--- src/rtl/pll_lock_supervisor_pkg.sv ---
// Shared helpers for the PLL lock supervisor.
// Pure definitions, no logic of its own.
package pll_lock_supervisor_pkg;

   localparam int LOSS_W = 8;

   // Saturating increment for event counters that must never wrap back to zero.
   function automatic logic [LOSS_W-1:0] sat_inc(input logic [LOSS_W-1:0] v);
      return (v == '1) ? v : v + 1'b1;
   endfunction

endpackage

--- src/rtl/sync_bit.sv ---
// Single-bit multi-flop synchroniser, resets to 0.
// Latency SYNC_STAGES clk edges; no backpressure.
module sync_bit #(
   parameter int SYNC_STAGES = 2
) (
   input  logic clk,
   input  logic rst_n,
   input  logic d,
   output logic q
);

   logic [SYNC_STAGES-1:0] sync_q;

   always_ff @(posedge clk or negedge rst_n) begin
      if (!rst_n) begin
         sync_q <= '0;
      end else begin
         sync_q <= {sync_q[SYNC_STAGES-2:0], d};
      end
   end

   assign q = sync_q[SYNC_STAGES-1];

endmodule

--- src/rtl/pll_lock_supervisor.sv ---
// Resets the PLL, waits for stable lock, releases sys_rst; retries on timeout, faults after MAX_RETRY.
// Outputs registered, lock reaction SYNC_STAGES+1 edges; no backpressure.
module pll_lock_supervisor
   import pll_lock_supervisor_pkg::*;
#(
   parameter int SYNC_STAGES    = 2,
   parameter int RST_PULSE      = 25,
   parameter int STABLE_CYCLES  = 250000,
   parameter int TIMEOUT_CYCLES = 2500000,
   parameter int MAX_RETRY      = 4
) (
   input  logic                           clk_25m,
   input  logic                           rst_n,
   input  logic                           pll_lock,
   output logic                           pll_rst,
   output logic                           sys_rst,
   output logic                           locked,
   output logic                           fault,
   output logic [$clog2(MAX_RETRY+1)-1:0] retry_cnt,
   output logic [7:0]                     lock_loss_cnt
);

   localparam int CNT_TOP = (RST_PULSE > STABLE_CYCLES) ? RST_PULSE : STABLE_CYCLES;
   localparam int CNT_W   = (CNT_TOP > 1) ? $clog2(CNT_TOP) : 1;
   localparam int TMO_W   = (TIMEOUT_CYCLES > 1) ? $clog2(TIMEOUT_CYCLES) : 1;
   localparam int RETRY_W = $clog2(MAX_RETRY+1);

   localparam logic [CNT_W-1:0]   PULSE_LAST  = CNT_W'(RST_PULSE-1);
   localparam logic [CNT_W-1:0]   STABLE_LAST = CNT_W'(STABLE_CYCLES-1);
   localparam logic [TMO_W-1:0]   TMO_LAST    = TMO_W'(TIMEOUT_CYCLES-1);
   localparam logic [RETRY_W-1:0] RETRY_LAST  = RETRY_W'(MAX_RETRY-1);
   localparam logic [RETRY_W-1:0] RETRY_MAX   = RETRY_W'(MAX_RETRY);

   typedef enum logic [2:0] {
      S_RESET_PLL,
      S_WAIT_LOCK,
      S_STABLE,
      S_RUN,
      S_FAULT
   } state_t;

   state_t              state_q, state_d;
   logic [CNT_W-1:0]    cnt_q, cnt_d;
   logic [TMO_W-1:0]    tmo_q, tmo_d;
   logic [RETRY_W-1:0]  retry_q, retry_d;
   logic [LOSS_W-1:0]   loss_q, loss_d;
   logic                tmo_hit;
   logic                lock_s;

   sync_bit #(
      .SYNC_STAGES(SYNC_STAGES)
   ) u_lock_sync (
      .clk  (clk_25m),
      .rst_n(rst_n),
      .d    (pll_lock),
      .q    (lock_s)
   );

   always_ff @(posedge clk_25m or negedge rst_n) begin
      if (!rst_n) begin
         state_q <= S_RESET_PLL;
         cnt_q   <= '0;
         tmo_q   <= '0;
         retry_q <= '0;
         loss_q  <= '0;
         pll_rst <= 1'b1;
         sys_rst <= 1'b1;
         locked  <= 1'b0;
         fault   <= 1'b0;
      end else begin
         state_q <= state_d;
         cnt_q   <= cnt_d;
         tmo_q   <= tmo_d;
         retry_q <= retry_d;
         loss_q  <= loss_d;
         pll_rst <= (state_d == S_RESET_PLL) || (state_d == S_FAULT);
         sys_rst <= (state_d != S_RUN);
         locked  <= (state_d == S_RUN);
         fault   <= (state_d == S_FAULT);
      end
   end

   always_comb begin
      state_d = state_q;
      cnt_d   = cnt_q;
      tmo_d   = tmo_q;
      retry_d = retry_q;
      loss_d  = loss_q;
      tmo_hit = 1'b0;
      case (state_q)
         S_RESET_PLL: begin
            if (cnt_q == PULSE_LAST) begin
               state_d = S_WAIT_LOCK;
               tmo_d   = '0;
            end else begin
               cnt_d = cnt_q + 1'b1;
            end
         end
         S_WAIT_LOCK: begin
            tmo_d = tmo_q + 1'b1;
            if (tmo_q == TMO_LAST) begin
               tmo_hit = 1'b1;
            end else if (lock_s) begin
               state_d = S_STABLE;
               cnt_d   = '0;
            end
         end
         S_STABLE: begin
            tmo_d = tmo_q + 1'b1;
            // Completing the stable window beats a coincident timeout; a timeout beats a lock drop.
            if (lock_s && (cnt_q == STABLE_LAST)) begin
               state_d = S_RUN;
               retry_d = '0;
            end else if (tmo_q == TMO_LAST) begin
               tmo_hit = 1'b1;
            end else if (!lock_s) begin
               state_d = S_WAIT_LOCK;
            end else begin
               cnt_d = cnt_q + 1'b1;
            end
         end
         S_RUN: begin
            if (!lock_s) begin
               state_d = S_RESET_PLL;
               cnt_d   = '0;
               loss_d  = sat_inc(loss_q);
            end
         end
         S_FAULT: begin
            state_d = S_FAULT;
         end
         default: begin
            state_d = S_RESET_PLL;
            cnt_d   = '0;
         end
      endcase

      if (tmo_hit) begin
         cnt_d = '0;
         if (retry_q == RETRY_LAST) begin
            state_d = S_FAULT;
            retry_d = RETRY_MAX;
         end else begin
            state_d = S_RESET_PLL;
            retry_d = retry_q + 1'b1;
         end
      end
   end

   assign retry_cnt     = retry_q;
   assign lock_loss_cnt = loss_q;

endmodule
--- config.mk ---
export PLATFORM = sky130hd
export DESIGN_NAME = pll_lock_supervisor
export DESIGN_NICKNAME = d
export VERILOG_FILES = /design/src/rtl/pll_lock_supervisor_pkg.sv /design/src/rtl/sync_bit.sv /design/src/rtl/pll_lock_supervisor.sv
export SDC_FILE = /design/constraint.sdc
export NUM_CORES = 1
export LEC_CHECK = 0
export ABC_AREA = 1
export BUFFER_PORTS_ARGS = -buffer_cell sky130_fd_sc_hd__buf_4
export CORE_ASPECT_RATIO = 1.4
export CORE_MARGIN = 5
export CORE_UTILIZATION = 44
export CTS_BUF_LIST = sky130_fd_sc_hd__clkbuf_2
export DETAILED_ROUTE_END_ITERATION = 8
export GPL_TIMING_DRIVEN = 0
export PLACE_DENSITY_LB_ADDON = 0.15
export REMOVE_ABC_BUFFERS = 1
export SYNTH_ARGS = -nofsm -noshare
export SYNTH_HDL_FRONTEND = slang
export SYNTH_HIERARCHICAL = 1
export SYNTH_SLANG_ARGS = --single-unit
--- constraint.sdc ---
create_clock -name clk_25m -period 3.67 [get_ports clk_25m]
set_input_delay 0.367 -clock clk_25m [delete_from_list [all_inputs] [get_ports clk_25m]]
set_output_delay 0.367 -clock clk_25m [all_outputs]
set_load 0.02 [all_outputs]
Word-level counts from Yosys, hierarchy flattened
Index checks and enable logic that the tools add are counted.
{"block": "totals", "reg_bits": 60, "output_inout_bits": 15, "wordCells": 77}
{"block": "classes", "add_sub_neg": 4, "n_eq_ne": 21, "mux": 28, "bitwise": 2, "n_reduce_logical": 12}
{"operator": "two-way mux 18 bit", "n": 8}
{"operator": "one-hot mux 18 bit (5 select lines)", "n": 1}
{"operator": "one-hot mux 22 bit (2 select lines)", "n": 1}
{"operator": "two-way mux 3 bit", "n": 13}
{"operator": "adder 22 x 1 -> 22 bit (second input constant)", "n": 1}
{"operator": "equality test 22 bit (second input constant)", "n": 1}
{"operator": "two-way mux 22 bit", "n": 1}
{"operator": "adder 18 x 1 -> 18 bit (second input constant)", "n": 1}
{"operator": "equality test 18 bit (second input constant)", "n": 1}
{"operator": "equality test 18 x 5 -> 1 bit (second input constant)", "n": 1}
{"operator": "!= test 3 bit (second input constant)", "n": 5}
{"operator": "one-hot mux 3 bit (5 select lines)", "n": 1}
{"operator": "equality test 3 x 2 -> 1 bit (second input constant)", "n": 4}
{"operator": "!= test 3 x 2 -> 1 bit (second input constant)", "n": 3}
{"operator": "adder 8 x 1 -> 8 bit (second input constant)", "n": 1}
{"operator": "equality test 8 bit (second input constant)", "n": 1}
{"operator": "AND reduction 8 bit", "n": 1}
{"operator": "equality test 3 bit (second input constant)", "n": 2}
{"operator": "logical NOT 3 bit", "n": 2}
{"operator": "nonzero test 2 bit", "n": 3}
{"operator": "!= test 2 bit (second input constant)", "n": 2}
{"operator": "AND reduction 2 bit", "n": 2}
{"operator": "adder 3 x 1 -> 3 bit (second input constant)", "n": 1}
{"operator": "equality test 3 x 1 -> 1 bit (second input constant)", "n": 1}
{"operator": "other kinds (7)", "n": 9}

Logic depth before layout (Yosys ltp)
{"block": "logic_depth", "depth_word": 7, "ltp_mapped": 13}

Hierarchy
The synthesis kept the hierarchy.
{"module": "pll_lock_supervisor", "n_inst": 1, "cells_per_inst": 552, "area_per_inst_um2": 3866.2, "seq_area_each_um2": 1453.9}
{"module": "sync_bit", "n_inst": 1, "cells_per_inst": 2, "area_per_inst_um2": 50.0, "seq_area_each_um2": 50.0}

Worst setup path before layout
No wires, ideal clock.
{"block": "synth_path", "path_kind": "reg-to-reg", "from": "register cnt_q[0]", "to": "register cnt_q[0]", "setup_time_ps": 117, "arrival_ps": 1598, "t_required_ps": 3553, "path_slack_ps": 1955, "path_stages_with_launch": 10, "synth_period_minus_slack_ps": 1715, "cell_sequence": "dfrtp_1 -> ha_1 -> nand3_1 -> inv_1 -> nand3_2 -> o21ai_4 -> nand2_4 -> buf_6 -> nand2_1 -> nand2_1"}
{"block": "synth_between", "elab_chain_cells": 6}
{"element": "from (decl)", "line": "pll_lock_supervisor.sv:43", "source": "logic [CNT_W-1:0] cnt_q, cnt_d;"}
{"element": "from (signal assigned)", "line": "pll_lock_supervisor.sv:72", "source": "cnt_q <= cnt_d;"}
{"element": "adder 18 x 1 -> 18 bit or equality test 18 bit (tied branches)", "line": "pll_lock_supervisor.sv:96, pll_lock_supervisor.sv:119, pll_lock_supervisor.sv:111"}
{"element": "two-way mux 18 bit or logical AND 1 bit (tied branches)", "line": "pll_lock_supervisor.sv:116, pll_lock_supervisor.sv:111"}
{"element": "two-way mux 18 bit or two-way mux 1 bit (tied branches)", "line": "pll_lock_supervisor.sv:114, pll_lock_supervisor.sv:111"}
{"element": "two-way mux 18 bit or one-hot mux 1 bit (2 select lines) (tied branches)", "line": "pll_lock_supervisor.sv:111, pll_lock_supervisor.sv:90"}
{"element": "one-hot mux 18 bit (5 select lines) (tied with other cells)", "line": "pll_lock_supervisor.sv:90", "source": "case (state_q)"}
{"element": "two-way mux 18 bit or AND reduction 8 bit (tied branches)"}
Several ways; a longest one is shown, not always the timed one. The select of a mux whose other input is x is not followed.
A chain may end at the register's enable or synchronous reset.

Worst setup path after layout
{"block": "layout_path", "from": "register state_q[2]", "to": "register tmo_q[3]"}
{"block": "layout_between", "elab_chain_cells": 4}
{"element": "from (decl)", "line": "pll_lock_supervisor.sv:42", "source": "state_t state_q, state_d;"}
{"element": "from (signal assigned)", "line": "pll_lock_supervisor.sv:71", "source": "state_q <= state_d;"}
{"element": "equality test 3 x 2 -> 1 bit or equality test 3 x 1 -> 1 bit (tied branches)", "line": "pll_lock_supervisor.sv:90"}
{"element": "OR reduction 2 bit (no source line)"}
{"element": "nonzero test 2 bit (no source line)"}
{"element": "AND reduction 2 bit (no source line)"}
{"element": "to (signal assigned)", "line": "pll_lock_supervisor.sv:73", "source": "tmo_q <= tmo_d;"}
{"element": "to (decl)", "line": "pll_lock_supervisor.sv:44", "source": "logic [TMO_W-1:0] tmo_q, tmo_d;"}
Several ways; a longest one is shown, not always the timed one.

==> tab_implementation.tex <==
\begin{tabular}{lr}
\hline
Metric & Value \\
\hline
\multicolumn{2}{l}{\textbf{STA}} \\
Final Setup Violations & 0 \\
Post-route setup TNS & 0 ns \\
Clk\_skew & 0.02835 ns \\
Remaining max-slew budget at the tightest pin & 48.45\% \\
Slew Limit Fails & 0 \\
Tcrit/Tclk final & 70.02\% \\
Slew at the pin closest to its max-slew limit & 0.7732 ns \\
Final critical path time including I/O delays and setup & 2.570 ns \\
Highest clock frequency the design can meet & 389.1 MHz \\
Final count of hold timing violations & 0 \\
Worst Hold Slack & 0.3715 ns \\
RSZ-0062 raised after global routing & no \\
\multicolumn{2}{l}{\textbf{Pwr}} \\
Net load switching power & 834.5 µW \\
Clock share of power & 24.8\% \\
Worst-case vdd ir drop & 0.0003146 V \\
PwrDens & 462.7 nW/µm² \\
Combinational share of power & 33.7\% \\
Leakage & 0.001971 µW \\
Switching Share & 42.17\% \\
Portion of total power attributed to sequential cells & 41.5\% \\
Internal Pwr Total & 1144 µW \\
\multicolumn{2}{l}{\textbf{Setup path}} \\
Worst-path maximum fanout & 20 \\
CP Data Required Time & 4.10 ns \\
Path type of the worst setup path & register to register \\
Cell family contributing the most delay on the critical path & simple AND/OR/NAND/NOR gates \\
Cell with the largest stage delay on the worst path & nand2\_1 \\
Arrival time reported for the critical path endpoint & 3.00 ns \\
Kind of start point of the critical path & register \\
Ordered list of cells on the worst path & nor2\_4 -> nand2\_4 -> nand2\_4 -> inv\_2 -> nand2\_1 -> inv\_1 -> nor3\_1 -> nor3\_1 \\
Endpoint class of the critical path & register \\
Critical Path Max Stage Delay & 0.59 ns \\
CP Buf/Inv Count & 2 \\
Register-to-Register Setup Slack & 1.10 ns \\
\multicolumn{2}{l}{\textbf{Detailed routing}} \\
DR WL/cell & 14.60 µm \\
Number of vias after detailed routing & 3,739 \\
Vias per Instance & 5.458 \\
Drt first-iter violations & 281 \\
Antenna Nets Post-Route & 0 \\
Detailed-route DRC error count & 0 \\
Detailed-router iteration count before antenna repair & 6 \\
Final wirelength & 9998 µm \\
\multicolumn{2}{l}{\textbf{CTS}} \\
Clk slew on worst S/H paths & 0.18 ns \\
Total number of clock tree sinks & 60 \\
Post-cts resize count & 0 \\
Clk root buf & clkbuf\_2 \\
Number of buffers inserted during clock tree synthesis & 9 \\
H-tree depth & 3 \\
Number of buffers on the longest clock path & 2 \\
Clock insertion delay at the later pin of the skew report & 0.54 ns \\
TritonCTS clock tree & done \\
\multicolumn{2}{l}{\textbf{Cells and area}} \\
Count of nets after finishing & 584 \\
Antenna Cells & 0 \\
Final-layout fill cell count & 877 \\
Area growth from synthesis to layout & 9.201\% \\
Fraction of final layout cells with drive strength greater than 1 & 10.86\% \\
\multicolumn{2}{l}{\textbf{Placed design}} \\
Post-detailed-placement half-perimeter wirelength & 7286 µm \\
Global placer's final weighted congestion & 0.9146 \\
Number of input and output port buffers inserted & 17 \\
\multicolumn{2}{l}{\textbf{Synth}} \\
FF+latch count, synth & 60 \\
Number of warnings issued by yosys & 6 \\
Number of distinct standard cells referenced by the synthesized netlist & 36 \\
Part of the Yosys area used for sequential elements & 38.40\% \\
Mean post-synth cell area & 7.069 µm² \\
Gate count of the mapped netlist & 554 \\
Post-Syn Area & 3916 µm² \\
\multicolumn{2}{l}{\textbf{Die}} \\
Die X & 89.74 µm \\
Floorplan die height & 121.6 µm \\
Effective utilization at floorplan & 45.23\% \\
Core footprint & 8658 µm² \\
Die ar. & 10,910 µm² \\
Row count & 40 \\
Top-level I/O count & 18 \\
\multicolumn{2}{l}{\textbf{Global routing}} \\
Overflow left after global routing & 0 \\
Overall Global Routing Usage & 18.76\% \\
Via count of the first global-routing pass & 3,562 \\
Initial antenna violation count & 0 \\
Wire length of the first global-routing pass & 16,630 µm \\
Maximum number of pins on one net before global-route repair & 61 \\
\multicolumn{2}{l}{\textbf{Run status}} \\
Outcome & completed \\
\multicolumn{2}{l}{\textbf{Min path}} \\
Worst min path class & register to register \\
\multicolumn{2}{l}{\textbf{Flow run}} \\
Count of max-cap constraint violations & 0 \\
\hline
\end{tabular}
cells in the final DEF, fill, tap and decap left out, types with 2 or more instances in the layout:
cell type / n
a21oi_1: 2
buf_4: 17
bufinv_16: 2
clkbuf_2: 9
clkinv_2: 2
dfrtp_1: 58
dfstp_2: 2
dlygate4sd3_1: 2
ha_1: 6
inv_1: 58
inv_2: 4
nand2_1: 140
nand2_4: 3
nand3_1: 68
nand3_2: 4
nand4_1: 26
nor2_1: 87
nor2_2: 6
nor2_4: 3
nor3_1: 19
o21ai_0: 11
o22ai_1: 13
or2_2: 3
xnor2_1: 3
xor2_1: 17
cell type report:
class	count	area (µm²)	share of cell area (%)
Clock buffer	9	45.04	1.053
Inverter	62	232.7	5.442
Clock inverter	7	90.09	2.106
Timing Repair Buffer	19	147.6	3.452
Sequential cell	60	1504	35.17
Multi-Input combinational cell	423	2126	49.71
Tap cell	105	131.4	3.072
cell families after synthesis:
logic type	count (synthesis)	share of synthesized area (%)
simple gates	364	42.46
buf+inv	71	7.316
flops	60	38.40
compound gates	32	5.144
xor+xnor	20	4.473
fa+ha+maj	6	1.917
mux	1	0.2875
repair_timing:
action,CTS,global route
hold buffers,2,0
buffers inserted,0,0
endpoints found under the hold margin,59,0
power by group through the flow:
stage	clock [µW]	combinational, µW	sequential (µW)
final	490	668	821
after global routing	532	762	836
after CTS	505	681	821
after detailed placement	0	675	834
after global placement	0	665	829
after floorplan	0	471	821
per-stage QoR:
| step | worst slack [ns] | utilization (%) | power (µW) | instance area [µm²] | std cells |
|---|---|---|---|---|---|
| after floorplan | 1.815 | - | 1292 | 3862 | 545 |
| after global placement | 1.085 | 47.60 | 1494 | 4121 | 667 |
| after detailed placement | 1.071 | 47.60 | 1509 | 4121 | 667 |
| after CTS | 1.049 | 49.39 | 2007 | 4277 | 685 |
| after global routing | 0.8530 | 49.39 | 2129 | 4277 | 685 |
| final | 1.100 | 49.39 | 1979 | 4277 | 685 |
sequential cells by signal, indices dropped and copies added (netlist names):
name / cells
cnt_q: 18
fault: 1
lock_loss_cnt: 8
locked: 1
pll_rst: 1
retry_cnt: 3
state_q: 3
sys_rst: 1
tmo_q: 22
u_lock_sync/sync_q: 2
layer usage:
metal  track usage [%]  routed length [µm]  up-vias
li1                  -                   -     1858
met1             21.39                4033     1756
met2             33.47                5249      100
met3             2.409                 424       25
met4             10.87                 289        0
met5                 0                   0        -
synth_stat cells:
| master | count | area share [%] |
|---|---|---|
| nand4_1 | 26 | 4.2 |
| o21ai_0 | 11 | 1.4 |
| o21ai_4 | 1 | 0.42 |
| nand2_4 | 3 | 0.86 |
| nand2_2 | 1 | 0.16 |
| o32ai_1 | 1 | 0.22 |
| nor3_2 | 1 | 0.26 |
| nand3_1 | 68 | 8.7 |
| mux2_2 | 1 | 0.29 |
| clkbuf_1 | 2 | 0.19 |
| nor2_1 | 87 | 8.3 |
| dfstp_2 | 2 | 1.3 |
| nand3b_1 | 1 | 0.19 |
| xnor2_1 | 3 | 0.67 |
| a22o_1 | 1 | 0.22 |
| nor2_2 | 6 | 0.96 |
| a21oi_1 | 2 | 0.26 |
| dfrtp_1 | 58 | 37 |
| o22ai_1 | 13 | 2.1 |
| inv_2 | 4 | 0.38 |
| inv_1 | 58 | 5.6 |
| nand3_2 | 4 | 1.0 |
| nand3_4 | 1 | 0.45 |
| buf_6 | 1 | 0.29 |
| nor2_4 | 3 | 0.86 |
| xor2_1 | 17 | 3.8 |
| nor3b_1 | 1 | 0.19 |
| o21ai_1 | 1 | 0.13 |
| ha_1 | 6 | 1.9 |
| a21boi_0 | 1 | 0.19 |
| buf_2 | 4 | 0.51 |
| buf_4 | 2 | 0.38 |
| a31o_2 | 1 | 0.22 |
| or2_2 | 3 | 0.48 |
| nand2_1 | 140 | 13 |
| nor3_1 | 19 | 2.4 |
worst paths after layout:
path	start	endpoint	depth (start not counted)
max	state_q[2]$_DFF_PN0_	tmo_q[3]$_DFFE_PN0P_	8
min	u_lock_sync/sync_q[0]$_DFF_PN0_	u_lock_sync/sync_q[1]$_DFF_PN0_	0
max reg2reg	state_q[2]$_DFF_PN0_	tmo_q[3]$_DFFE_PN0P_	8
min reg2reg	u_lock_sync/sync_q[0]$_DFF_PN0_	u_lock_sync/sync_q[1]$_DFF_PN0_	0
max in group asynchronous	rst_n	lock_loss_cnt[2]$_DFFE_PN0P_	2
min in group asynchronous	rst_n	tmo_q[4]$_DFFE_PN0P_	2
(Power assumes the default switching activity.)
